`config.mk`:
```
export PLATFORM = sky130hd
export DESIGN_NAME = result_display_driver
export DESIGN_NICKNAME = d
export VERILOG_FILES = /design/src/rtl/result_display_driver.sv
export SDC_FILE = /design/constraint.sdc
export NUM_CORES = 1
export LEC_CHECK = 0
export ABC_CLOCK_PERIOD_IN_PS = 4000
export BUFFER_PORTS_ARGS = -buffer_cell sky130_fd_sc_hd__buf_4
export CAP_MARGIN = 20
export CORE_UTILIZATION = 40
export CTS_CLUSTER_DIAMETER = 30
export DETAILED_ROUTE_END_ITERATION = 7
export PLACE_DENSITY_LB_ADDON = 0.08
export SLEW_MARGIN = 10
export SYNTH_ARGS = -nofsm -noshare
export SYNTH_HDL_FRONTEND = slang
export SYNTH_SLANG_ARGS = --single-unit
```
`constraint.sdc`:
```
create_clock -name clk -period 4 [get_ports clk]
set_input_delay 0.6 -clock clk [delete_from_list [all_inputs] [get_ports clk]]
set_output_delay 0.6 -clock clk [all_outputs]
set_load 0.1 [all_outputs]
```
`src/rtl/result_display_driver.sv`:
```
// ---------------------------------------------------------------------------
// result_display_driver
//
// Takes the registered 16-bit result of the add/sub/mult stage and drives a
// 4-digit common-anode seven-segment display.
//   * DEC mode: sequential double-dabble (shift-add-3), one bit per cycle.
//   * HEX mode: captured nibbles are shown directly. They go through the same
//     FSM path, so latency does not depend on the mode.
//   * The digits are time-multiplexed; each one stays enabled for REFRESH_DIV
//     clock cycles.
//
// Compile-time option:
//   LEADING_ZERO_BLANK_EN - when defined, leading zeros above digit 0 are
//   blanked in DEC mode. Overflow turns blanking off, and HEX mode is never
//   blanked. When undefined, every digit is always shown.
//
// DIGITS*4 must equal BITS: HEX mode maps one nibble onto each digit.
// ---------------------------------------------------------------------------
module result_display_driver #(
  parameter int BITS        = 16,
  parameter int DIGITS      = 4,
  parameter int REFRESH_DIV = 100000
) (
  input  logic              clk,
  input  logic              rst,
  input  logic [BITS-1:0]   RESULT,
  input  logic              RESULT_VALID,
  input  logic              DEC_MODE,
  output logic [6:0]        SEG,
  output logic              DP,
  output logic [DIGITS-1:0] AN,
  output logic              BUSY
);

  // One extra BCD digit catches values above 9999. It drives the overflow flag.
  localparam int BCD_DIGITS = DIGITS + 1;
  localparam int BCDW       = 4 * BCD_DIGITS;
  localparam int BIT_W      = (BITS > 1)        ? $clog2(BITS)        : 1;
  localparam int CNT_W      = (REFRESH_DIV > 1) ? $clog2(REFRESH_DIV) : 1;
  localparam int IDX_W      = (DIGITS > 1)      ? $clog2(DIGITS)      : 1;

  localparam logic [6:0] SEG_BLANK = 7'h7F;

  typedef enum logic [1:0] {
    S_IDLE,
    S_SHIFT,
    S_DONE
  } state_e;

  // -------------------------------------------------------------------------
  // Conversion FSM state
  // -------------------------------------------------------------------------
  state_e            state_q;
  logic [BIT_W-1:0]  bitcnt_q;
  logic [BCDW-1:0]   bcd_q;
  logic [BITS-1:0]   bin_q;
  logic [BITS-1:0]   val_q;       // captured value, used for the HEX digits
  logic              dec_q;       // captured mode
  logic              pend_q;
  logic [BITS-1:0]   pend_val_q;
  logic              pend_dec_q;
  logic              busy_q;

  // -------------------------------------------------------------------------
  // Display and scan state
  // -------------------------------------------------------------------------
  logic [DIGITS-1:0][3:0] disp_q, disp_d;
  logic                   ovf_q, ovf_d;
  logic [CNT_W-1:0]       cnt_q, cnt_d;
  logic [IDX_W-1:0]       idx_q, idx_d;
  logic [6:0]             seg_q, seg_d;
  logic                   dp_q, dp_d;
  logic [DIGITS-1:0]      an_q, an_d;
  logic                   load_w;
  logic [DIGITS-1:0][3:0] new_digits_w;

`ifdef LEADING_ZERO_BLANK_EN
  logic                   disp_dec_q, disp_dec_d;
  logic [DIGITS-1:0]      blank_w;
  logic                   zero_run_w;
`endif

  // One double-dabble step: add 3 to every BCD nibble >= 5, then shift the
  // whole {bcd, bin} register left by one bit.
  function automatic logic [BCDW+BITS-1:0] dd_step(input logic [BCDW-1:0] bcd,
                                                   input logic [BITS-1:0] bin);
    logic [BCDW-1:0] adj;
    adj = bcd;
    for (int i = 0; i < BCD_DIGITS; i++) begin
      if (adj[4*i +: 4] >= 4'd5) adj[4*i +: 4] = adj[4*i +: 4] + 4'd3;
    end
    return {adj, bin} << 1;
  endfunction

  // Active-low segment pattern {g,f,e,d,c,b,a} for one hex digit.
  function automatic logic [6:0] glyph(input logic [3:0] d);
    case (d)
      4'h0: glyph = 7'h40;
      4'h1: glyph = 7'h79;
      4'h2: glyph = 7'h24;
      4'h3: glyph = 7'h30;
      4'h4: glyph = 7'h19;
      4'h5: glyph = 7'h12;
      4'h6: glyph = 7'h02;
      4'h7: glyph = 7'h78;
      4'h8: glyph = 7'h00;
      4'h9: glyph = 7'h10;
      4'hA: glyph = 7'h08;
      4'hB: glyph = 7'h03;
      4'hC: glyph = 7'h46;
      4'hD: glyph = 7'h21;
      4'hE: glyph = 7'h06;
      default: glyph = 7'h0E;
    endcase
  endfunction

  // Conversion FSM: capture a value, shift it BITS times, then hand over in DONE.
  // NOTE: every register in a clocked block uses <=, so all registers in the
  // block update together at the edge and none sees another's new value.
  always_ff @(posedge clk or posedge rst) begin
    if (rst) begin
      state_q    <= S_IDLE;
      bitcnt_q   <= '0;
      bcd_q      <= '0;
      bin_q      <= '0;
      val_q      <= '0;
      dec_q      <= 1'b0;
      pend_q     <= 1'b0;
      pend_val_q <= '0;
      pend_dec_q <= 1'b0;
      busy_q     <= 1'b0;
    end else begin
      case (state_q)
        S_IDLE: begin
          if (RESULT_VALID) begin
            val_q    <= RESULT;
            bin_q    <= RESULT;
            dec_q    <= DEC_MODE;
            bcd_q    <= '0;
            bitcnt_q <= BIT_W'(BITS - 1);
            state_q  <= S_SHIFT;
            busy_q   <= 1'b1;
          end
        end

        S_SHIFT: begin
          {bcd_q, bin_q} <= dd_step(bcd_q, bin_q);
          if (bitcnt_q == '0) state_q <= S_DONE;
          else                bitcnt_q <= bitcnt_q - 1'b1;
          // A strobe during a conversion is parked. A later strobe overwrites it.
          if (RESULT_VALID) begin
            pend_q     <= 1'b1;
            pend_val_q <= RESULT;
            pend_dec_q <= DEC_MODE;
          end
        end

        S_DONE: begin
          // A strobe arriving in DONE counts as the newest pending value, so the
          // restart uses it directly instead of the parked one.
          if (RESULT_VALID || pend_q) begin
            val_q    <= RESULT_VALID ? RESULT   : pend_val_q;
            bin_q    <= RESULT_VALID ? RESULT   : pend_val_q;
            dec_q    <= RESULT_VALID ? DEC_MODE : pend_dec_q;
            bcd_q    <= '0;
            bitcnt_q <= BIT_W'(BITS - 1);
            pend_q   <= 1'b0;
            state_q  <= S_SHIFT;
          end else begin
            state_q  <= S_IDLE;
            busy_q   <= 1'b0;
          end
        end

        default: begin
          state_q <= S_IDLE;
          busy_q  <= 1'b0;
        end
      endcase
    end
  end

  assign load_w = (state_q == S_DONE);

  // Digits presented by a finishing conversion: BCD in DEC mode, raw nibbles in HEX.
  always_comb begin
    // NOTE: each variable gets a default before any branch, so no latch is
    // inferred when some path leaves it unassigned.
    new_digits_w = '0;
    for (int i = 0; i < DIGITS; i++) begin
      new_digits_w[i] = dec_q ? bcd_q[4*i +: 4] : val_q[4*i +: 4];
    end
  end

  // Next display contents and scan position.
  // SEG, AN and DP are decoded from these next values. One register stage
  // therefore keeps all three outputs aligned with the same digit.
  always_comb begin
    disp_d = disp_q;
    ovf_d  = ovf_q;
    if (load_w) begin
      disp_d = new_digits_w;
      ovf_d  = dec_q && (bcd_q[BCDW-1 -: 4] != 4'd0);
    end

    cnt_d = cnt_q + 1'b1;
    idx_d = idx_q;
    if (cnt_q == CNT_W'(REFRESH_DIV - 1)) begin
      cnt_d = '0;
      idx_d = (idx_q == IDX_W'(DIGITS - 1)) ? '0 : idx_q + 1'b1;
    end
  end

`ifdef LEADING_ZERO_BLANK_EN
  // Leading-zero mask: digit i is blank when it and every digit above it are 0.
  // Digit 0 is never blanked, and blanking is off on overflow or in HEX mode.
  always_comb begin
    disp_dec_d = load_w ? dec_q : disp_dec_q;
    blank_w    = '0;
    zero_run_w = 1'b1;
    for (int i = DIGITS - 1; i > 0; i--) begin
      zero_run_w = zero_run_w && (disp_d[i] == 4'd0);
      blank_w[i] = disp_dec_d && !ovf_d && zero_run_w;
    end
  end
`endif

  // Output decode for the digit that is selected next.
  always_comb begin
    seg_d = glyph(disp_d[idx_d]);
`ifdef LEADING_ZERO_BLANK_EN
    if (blank_w[idx_d]) seg_d = SEG_BLANK;
`endif
    an_d = ~(DIGITS'(1) << idx_d);
    dp_d = ~ovf_d;
  end

  // Display registers, scan counters and the registered outputs.
  // The display digits are reset along with the rest: after a reset the panel
  // shows 0000, never leftover contents.
  always_ff @(posedge clk or posedge rst) begin
    if (rst) begin
      disp_q <= '0;
      ovf_q  <= 1'b0;
      cnt_q  <= '0;
      idx_q  <= '0;
      seg_q  <= SEG_BLANK;
      dp_q   <= 1'b1;
      an_q   <= '1;
`ifdef LEADING_ZERO_BLANK_EN
      disp_dec_q <= 1'b0;
`endif
    end else begin
      disp_q <= disp_d;
      ovf_q  <= ovf_d;
      cnt_q  <= cnt_d;
      idx_q  <= idx_d;
      seg_q  <= seg_d;
      dp_q   <= dp_d;
      an_q   <= an_d;
`ifdef LEADING_ZERO_BLANK_EN
      disp_dec_q <= disp_dec_d;
`endif
    end
  end

  assign SEG  = seg_q;
  assign DP   = dp_q;
  assign AN   = an_q;
  assign BUSY = busy_q;

endmodule

```
==> impl_metrics.tcl, run 1 <==
set metrics [dict create \
    synth_flop_cell "dfrtp_1" \
    fillers 1571 \
    cts-hold-fix-buffers 0 \
    routed_wl_mm 15.1 \
    grt_pass1_vias 4946 \
    ys_ff_latch 126 \
    die_h_um 133 \
    start_util 0.411 \
    synth_top_cell_by_area "dfrtp_1" \
    synthCells 669 \
    postCtsSetupBuffers 0 \
    pwr-share-seq 0.388 \
    drv_slew 0 \
    htree_levels 4 \
    yosysTopAreaCellShare 0.417 \
    avgSynthCellArea_sq_um 10.2 \
    grt_antenna_before_repair 0 \
    hold_viol 0 \
    period_minus_slack_ns 3.31 \
    timing.final.crit_share 0.827 \
    holdWs_ns 0.348 \
    switching_power_mw 1.89 \
    clock_latency_ns 0.42 \
    yosys_warnings 0 \
    overflow 0 \
    outcome "finished clean" \
    cts_tree "yes" \
    startpoint_type "register" \
    numCtsBuffers 17 \
    route.detailed.drc 0 \
    tightestPinTransition_ns 1.00 \
    first_pass_iters 4 \
    drtAntennaViolNets 0 \
    dp_hpwl_mm 10.1 \
    r2r-start "cnt_q[0]" \
    finalClockSkew_ns 0.00790 \
    dieArea_sq_um 17600 \
    antenna_cells 0 \
    yosysSeqAreaShare 0.463 \
    io_buffers 32 \
    crit_path_end_kind "register" \
    power.leakage_nw 3.50 \
    areaGrowthSynthToFinish_pct 14.2 \
    wl_per_cell_um 16.4 \
    io_pins 33 \
    max_cap_violations 0 \
    path_class "reg -> reg" \
    power_mw 5.06 \
    rsz0062_at_grt "no" \
    worstPathMaxFanout 11 \
    p_int_mw 3.17 \
    cts_root_buf "clkbuf_16" \
    tns_ns 0 \
    fin_area_sq_um 7810 \
    hp-class "in -> async" \
    cts.path.max_buffers 2 \
    grt_max_degree 65 \
    powerDensity_nw_per_um2 648 \
    clk_pin_slew_ns 0.06 \
    syn_area_sq_um 6840 \
    synthArstFlopShare 1.00 \
    ff2ff_path_depth 11 \
    cp.arrival_ns 3.63 \
    max_freq_mhz 302 \
    maxSlewHeadroom 0.332 \
    synth_edf_count 0 \
    nets 734 \
    vias 4838 \
    worstReg2RegEnd "SEG[3]" \
    setup_viol 0 \
    worst_ep_required_time_ns 4.33 \
    placed_area_sq_um 7270 \
    vdd_ir_drop_max_mv 0.343 \
    grt_use_total 0.187 \
    drtIter0Drc 230 \
    rrSetupSlack_ns 0.69 \
    combPwrFrac 0.339 \
    grt_pass1_wl_mm 25.5 \
    coreArea_sq_um 16600 \
    place.gp.congestion 0.797 \
    syn-num-nets 712 \
    die_w_um 133 \
    cts_resized 0 \
    cts.sinks 126 \
    switching_share 0.374 \
    rows 47 \
    yosysUniqueCellTypes 56 \
    drive_gt1_frac 0.188 \
    synth_area_leaders "dfrtp_1, mux2i_1, o21ai_0" \
    viasPerCell 5.24 \
    clkPwrFrac 0.273 \
]
==> state kept, by name (all words and copies together) (netlist names), 2 cells and up <==
name        count
pend_val_q     16
bcd_q          20
state_q         2
cnt_q          17
disp_q         16
AN              4
bin_q          16
idx_q           2
SEG             7
val_q          16
bitcnt_q        4
==> cells in the mapped netlist (all sizes together), types with 16 or more instances <==
master / number
clkbuf: 24
inv: 28
ha: 23
dfrtp: 114
buf: 16
nor2: 58
mux2i: 52
nand2: 80
mux2: 32
o21ai: 84
==> critical path, cell delays in order (launching register included) <==
cell	delay, ns
dfrtp_1	0.38
ha_1	0.21
and4_1	0.29
and4_4	0.34
mux2i_1	0.32
inv_2	0.11
mux2i_1	0.13
mux2i_1	0.41
inv_1	0.17
ha_1	0.32
inv_1	0.05
mux4_1	0.47
==> metal layers <==
layer | vias up | global-route usage | wire length, um
li1 | 2389 | - | -
met1 | 2358 | 0.234 | 7110
met2 | 75 | 0.311 | 7230
met3 | 16 | 0.0479 | 487
met4 | 0 | 0.0728 | 286
met5 | - | 0 | 0
==> cell type report <==
class,count,area (sq um),share of cell area
clock buffer,26,479,0.0614
tap,220,275,0.0353
timing repair buffer,43,350,0.0449
clock inverter,6,36.3,0.00465
multi-input combinational,475,3390,0.434
inverter,28,108,0.0138
sequential,126,3170,0.406
==> cells by family (layout without fill, tap and decap cells) <==
kind of cell    count (synthesis)  after routing  synth area share
simple gates                  193            193             0.130
compound gates                142            142             0.120
flops                         126            126             0.463
mux                            97             97             0.176
buf+inv                        68            103            0.0426
fa+ha+maj                      23             23            0.0421
xor+xnor                       20             20            0.0256
==> power by group through the flow <==
| stage | combinational (mW) | sequential (mW) | clock [mW] |
|---|---|---|---|
| after CTS | 1.74 | 1.96 | 1.41 |
| after global placement | 1.70 | 1.97 | 0 |
| after floorplan | 1.14 | 2.14 | 0 |
| final | 1.72 | 1.96 | 1.38 |
| after detailed placement | 1.73 | 1.98 | 0 |
| after global routing | 1.91 | 2.01 | 1.47 |
==> metrics by stage <==
| step | worst slack (ns) | utilization | instances |
|---|---|---|---|
| after floorplan | 0.0639 | - | 669 |
| after global placement | 0.786 | 0.436 | 890 |
| after detailed placement | 0.677 | 0.437 | 891 |
| after CTS | 0.651 | 0.468 | 923 |
| after global routing | 0.428 | 0.469 | 924 |
| final | 0.694 | 0.469 | 924 |
==> layout by cell type, fill, tap and decap left out, types with 2 or more instances in the layout <==
master / count
nand4_1: 2
mux2i_1: 51
nor3b_1: 9
o22ai_1: 2
dfrtp_1: 114
nor3_1: 3
o31ai_1: 2
nor2_1: 58
inv_1: 26
clkbuf_1: 7
o21ai_0: 82
clkbuf_8: 2
buf_4: 41
mux2_4: 6
clkinvlp_4: 3
xnor2_1: 14
nand3_1: 15
o211ai_1: 15
o2bb2ai_1: 2
a21o_1: 2
dfstp_2: 12
nand2_1: 80
mux4_2: 12
clkinv_2: 2
nand2b_1: 12
ha_1: 23
mux2_2: 26
a22oi_1: 2
xor2_1: 6
a31oi_1: 6
clkbuf_16: 17
a22o_1: 5
a21oi_1: 15
and3_1: 2
==> worst max path at each step <==
| stage | from | end | slack (ns) | depth (start not counted) |
|---|---|---|---|---|
| 4_1_cts | state_q[0] | SEG[3] | 0.65 | 9 |
| 3_5_place_dp | state_q[0] | SEG[3] | 0.68 | 9 |
| 5_1_grt | cnt_q[0] | SEG[3] | 0.43 | 11 |
| 2_1_floorplan | rst | BUSY | 0.06 | 1 |
| 6_report | cnt_q[0] | SEG[3] | 0.69 | 11 |
| 3_3_place_gp | cnt_q[0] | SEG[3] | 0.79 | 11 |
(Power assumes the default switching activity.)
==> run 2, diff against run 1 <==
ABC_CLOCK_PERIOD_IN_PS = 2700   (was 4000)
clock period = 2.7 ns   (was 4 ns; I/O delays follow)
==> run 2 against run 1 <==
Net effect:
- clock power increased by 72%
- fmax increased by 24%
- final area increased by 4.7%
- wire length increased by 1.0%
- die area unchanged
- non-clock buffer count increased by 27
- critical path depth decreased by 1
- sequential share of layout area decreased by 1.8 points
- total power increased by 56%
- highest routed layer unchanged
==> impl_metrics.tcl, run 2 (synthesis gave the netlist of run 1 again) <==
set metrics [dict create \
    dp_hpwl_mm 9.99 \
    cts.sinks 126 \
    dieArea_sq_um 17600 \
    outcome "finished clean" \
    startpoint_type "register" \
    place.gp.congestion 0.755 \
    worstPathMaxFanout 4 \
    max_cap_violations 0 \
    clkPwrFrac 0.301 \
    drtAntennaViolNets 0 \
    wl_per_cell_um 16.1 \
    cts-hold-fix-buffers 0 \
    rows 47 \
    areaGrowthSynthToFinish_pct 19.6 \
    routed_wl_mm 15.3 \
    route.detailed.drc 0 \
    cp.arrival_ns 2.99 \
    die_w_um 133 \
    vdd_ir_drop_max_mv 0.597 \
    htree_levels 4 \
    io_pins 33 \
    combPwrFrac 0.338 \
    routed-wl-met2_mm 7.56 \
    io_buffers 32 \
    routed.top_layer "met4" \
    dr_wl_met3_um 453 \
    wl_met1_mm 7.00 \
    top_regs "bcd_q x20, cnt_q x17" \
    utilization 0.491 \
    switching_power_mw 2.80 \
    p_int_mw 5.11 \
    top_register "bcd_q" \
    start_util 0.411 \
    grt_use_total 0.186 \
    power.leakage_nw 3.69 \
    die_h_um 133 \
    maxSlewHeadroom 0.432 \
    timing.final.crit_share 0.985 \
    grt_pass1_wl_mm 25.3 \
    max_freq_mhz 376 \
    layout_commonest_cell "dfrtp_1" \
    cts_tree "yes" \
    powerDensity_nw_per_um2 967 \
    switching_share 0.354 \
    path_class "reg -> reg" \
    tightestPinTransition_ns 0.828 \
    crit_path_top_delay_cell "mux4_2" \
    max_stage_delay_ns 0.46 \
    fin_area_sq_um 8180 \
    period_minus_slack_ns 2.66 \
    antenna_cells 0 \
    nets 761 \
    grt_max_degree 127 \
    placed_area_sq_um 7460 \
    drive_gt1_frac 0.235 \
    coreArea_sq_um 16600 \
    first_pass_iters 6 \
    place_inst 910 \
    hp-class "in -> async" \
    hold_viol 0 \
    clk_pin_slew_ns 0.05 \
    fin_cells 951 \
    final_cell_mix "dfrtp_1, o21ai_0, nand2_1" \
    worst_ep_required_time_ns 3.03 \
    clock_latency_ns 0.42 \
    crit_top_cell "inv_2" \
    cts_root_buf "clkbuf_16" \
    crit_path_end_kind "register" \
    crit_chain "nor4bb_4 -> and4_4 -> mux2i_4 -> inv_2 -> mux2i_1 -> mux2i_2 -> inv_2 -> ha_1 -> inv_1 -> mux4_2" \
    setup_viol 0 \
    grt_antenna_before_repair 0 \
    drtIter0Drc 266 \
    finalClockSkew_ns 0.0115 \
    vias 4970 \
    overflow 0 \
    grt_pass1_vias 4879 \
    rsz0062_at_grt "yes" \
    numCtsBuffers 17 \
    pwr-share-seq 0.361 \
    viasPerCell 5.23 \
    cts.path.max_buffers 2 \
    largest_reg_flops 20 \
    drv_slew 0 \
]
==> run 2: cell types whose count changed in the layout (fill, tap and decap cells not counted), moves of 3 or more <==
cell       change
mux2i_1        -3
buf_4         +26
clkbuf_1       -3
bufinv_16      +3
clkbuf_8       +3
buf_12         +3
==> run 2: worst paths after layout <==
path                            startpoint             end  slack (ns)  depth (start not counted)
worst max-delay path              cnt_q[5]          SEG[3]        0.04                         10
worst min-delay path                   rst        cnt_q[3]        0.17                          3
worst max register to register    cnt_q[5]          SEG[3]        0.04                         10
worst min register to register    bin_q[5]        bin_q[5]        0.48                          2
max in group asynchronous              rst  pend_val_q[10]        1.97                          3
min in group clk                  DEC_MODE      pend_dec_q        0.23                          2
==> run 2: power groups by stage <==
stage	clock network [mW]	registers (mW)	logic (mW)
floorplan	0	3.18	1.69
global placement	0	2.86	2.62
detailed placement	0	2.88	2.69
CTS	2.43	2.85	2.70
global route	2.51	2.94	2.97
finish	2.38	2.85	2.68
==> run 2: stage by stage <==
step	TNS, ns	hold WS, ns	power (mW)	worst slack (ns)
after floorplan	-0.124	0.396	4.87	-0.124
after global placement	0	0.465	5.49	0.00270
after detailed placement	-0.151	0.473	5.57	-0.119
after CTS	0	0.212	7.99	0.000399
after global routing	-0.202	0.234	8.42	-0.0943
final	0	0.167	7.91	0.0409
==> run 2: timing repair <==
action | CTS | global route
resized for setup | 4 | 3
endpoints found under the setup margin | 2 | 5
cloned | 0 | 0
pin swaps | 1 | 0
setup buffers | 3 | 6
==> run 2: cell type report <==
class	instances	area [sq um]
Clock buffer	26	509
Clock inverter	6	105
Fill cell	1539	8460
Inverter	28	109
Multi-Input combinational cell	475	3450
Sequential cell	126	3170
Tap cell	220	275
Timing Repair Buffer	70	563
==> run 2: critical path: cells and delay by family (launching register included) <==
family / cells / cell delay (ns)
buffers and inverters: 3 / 0.22
muxes: 4 / 1.06
DFF: 1 / 0.41
adders and majority gates: 1 / 0.27
and+or+nand+nor: 2 / 0.64
==> run 2: metal layers <==
metal,track usage,up-vias
li1,-,2437
met2,0.310,83
met4,0.0670,0
met1,0.239,2427
met3,0.0375,23
met5,0,-
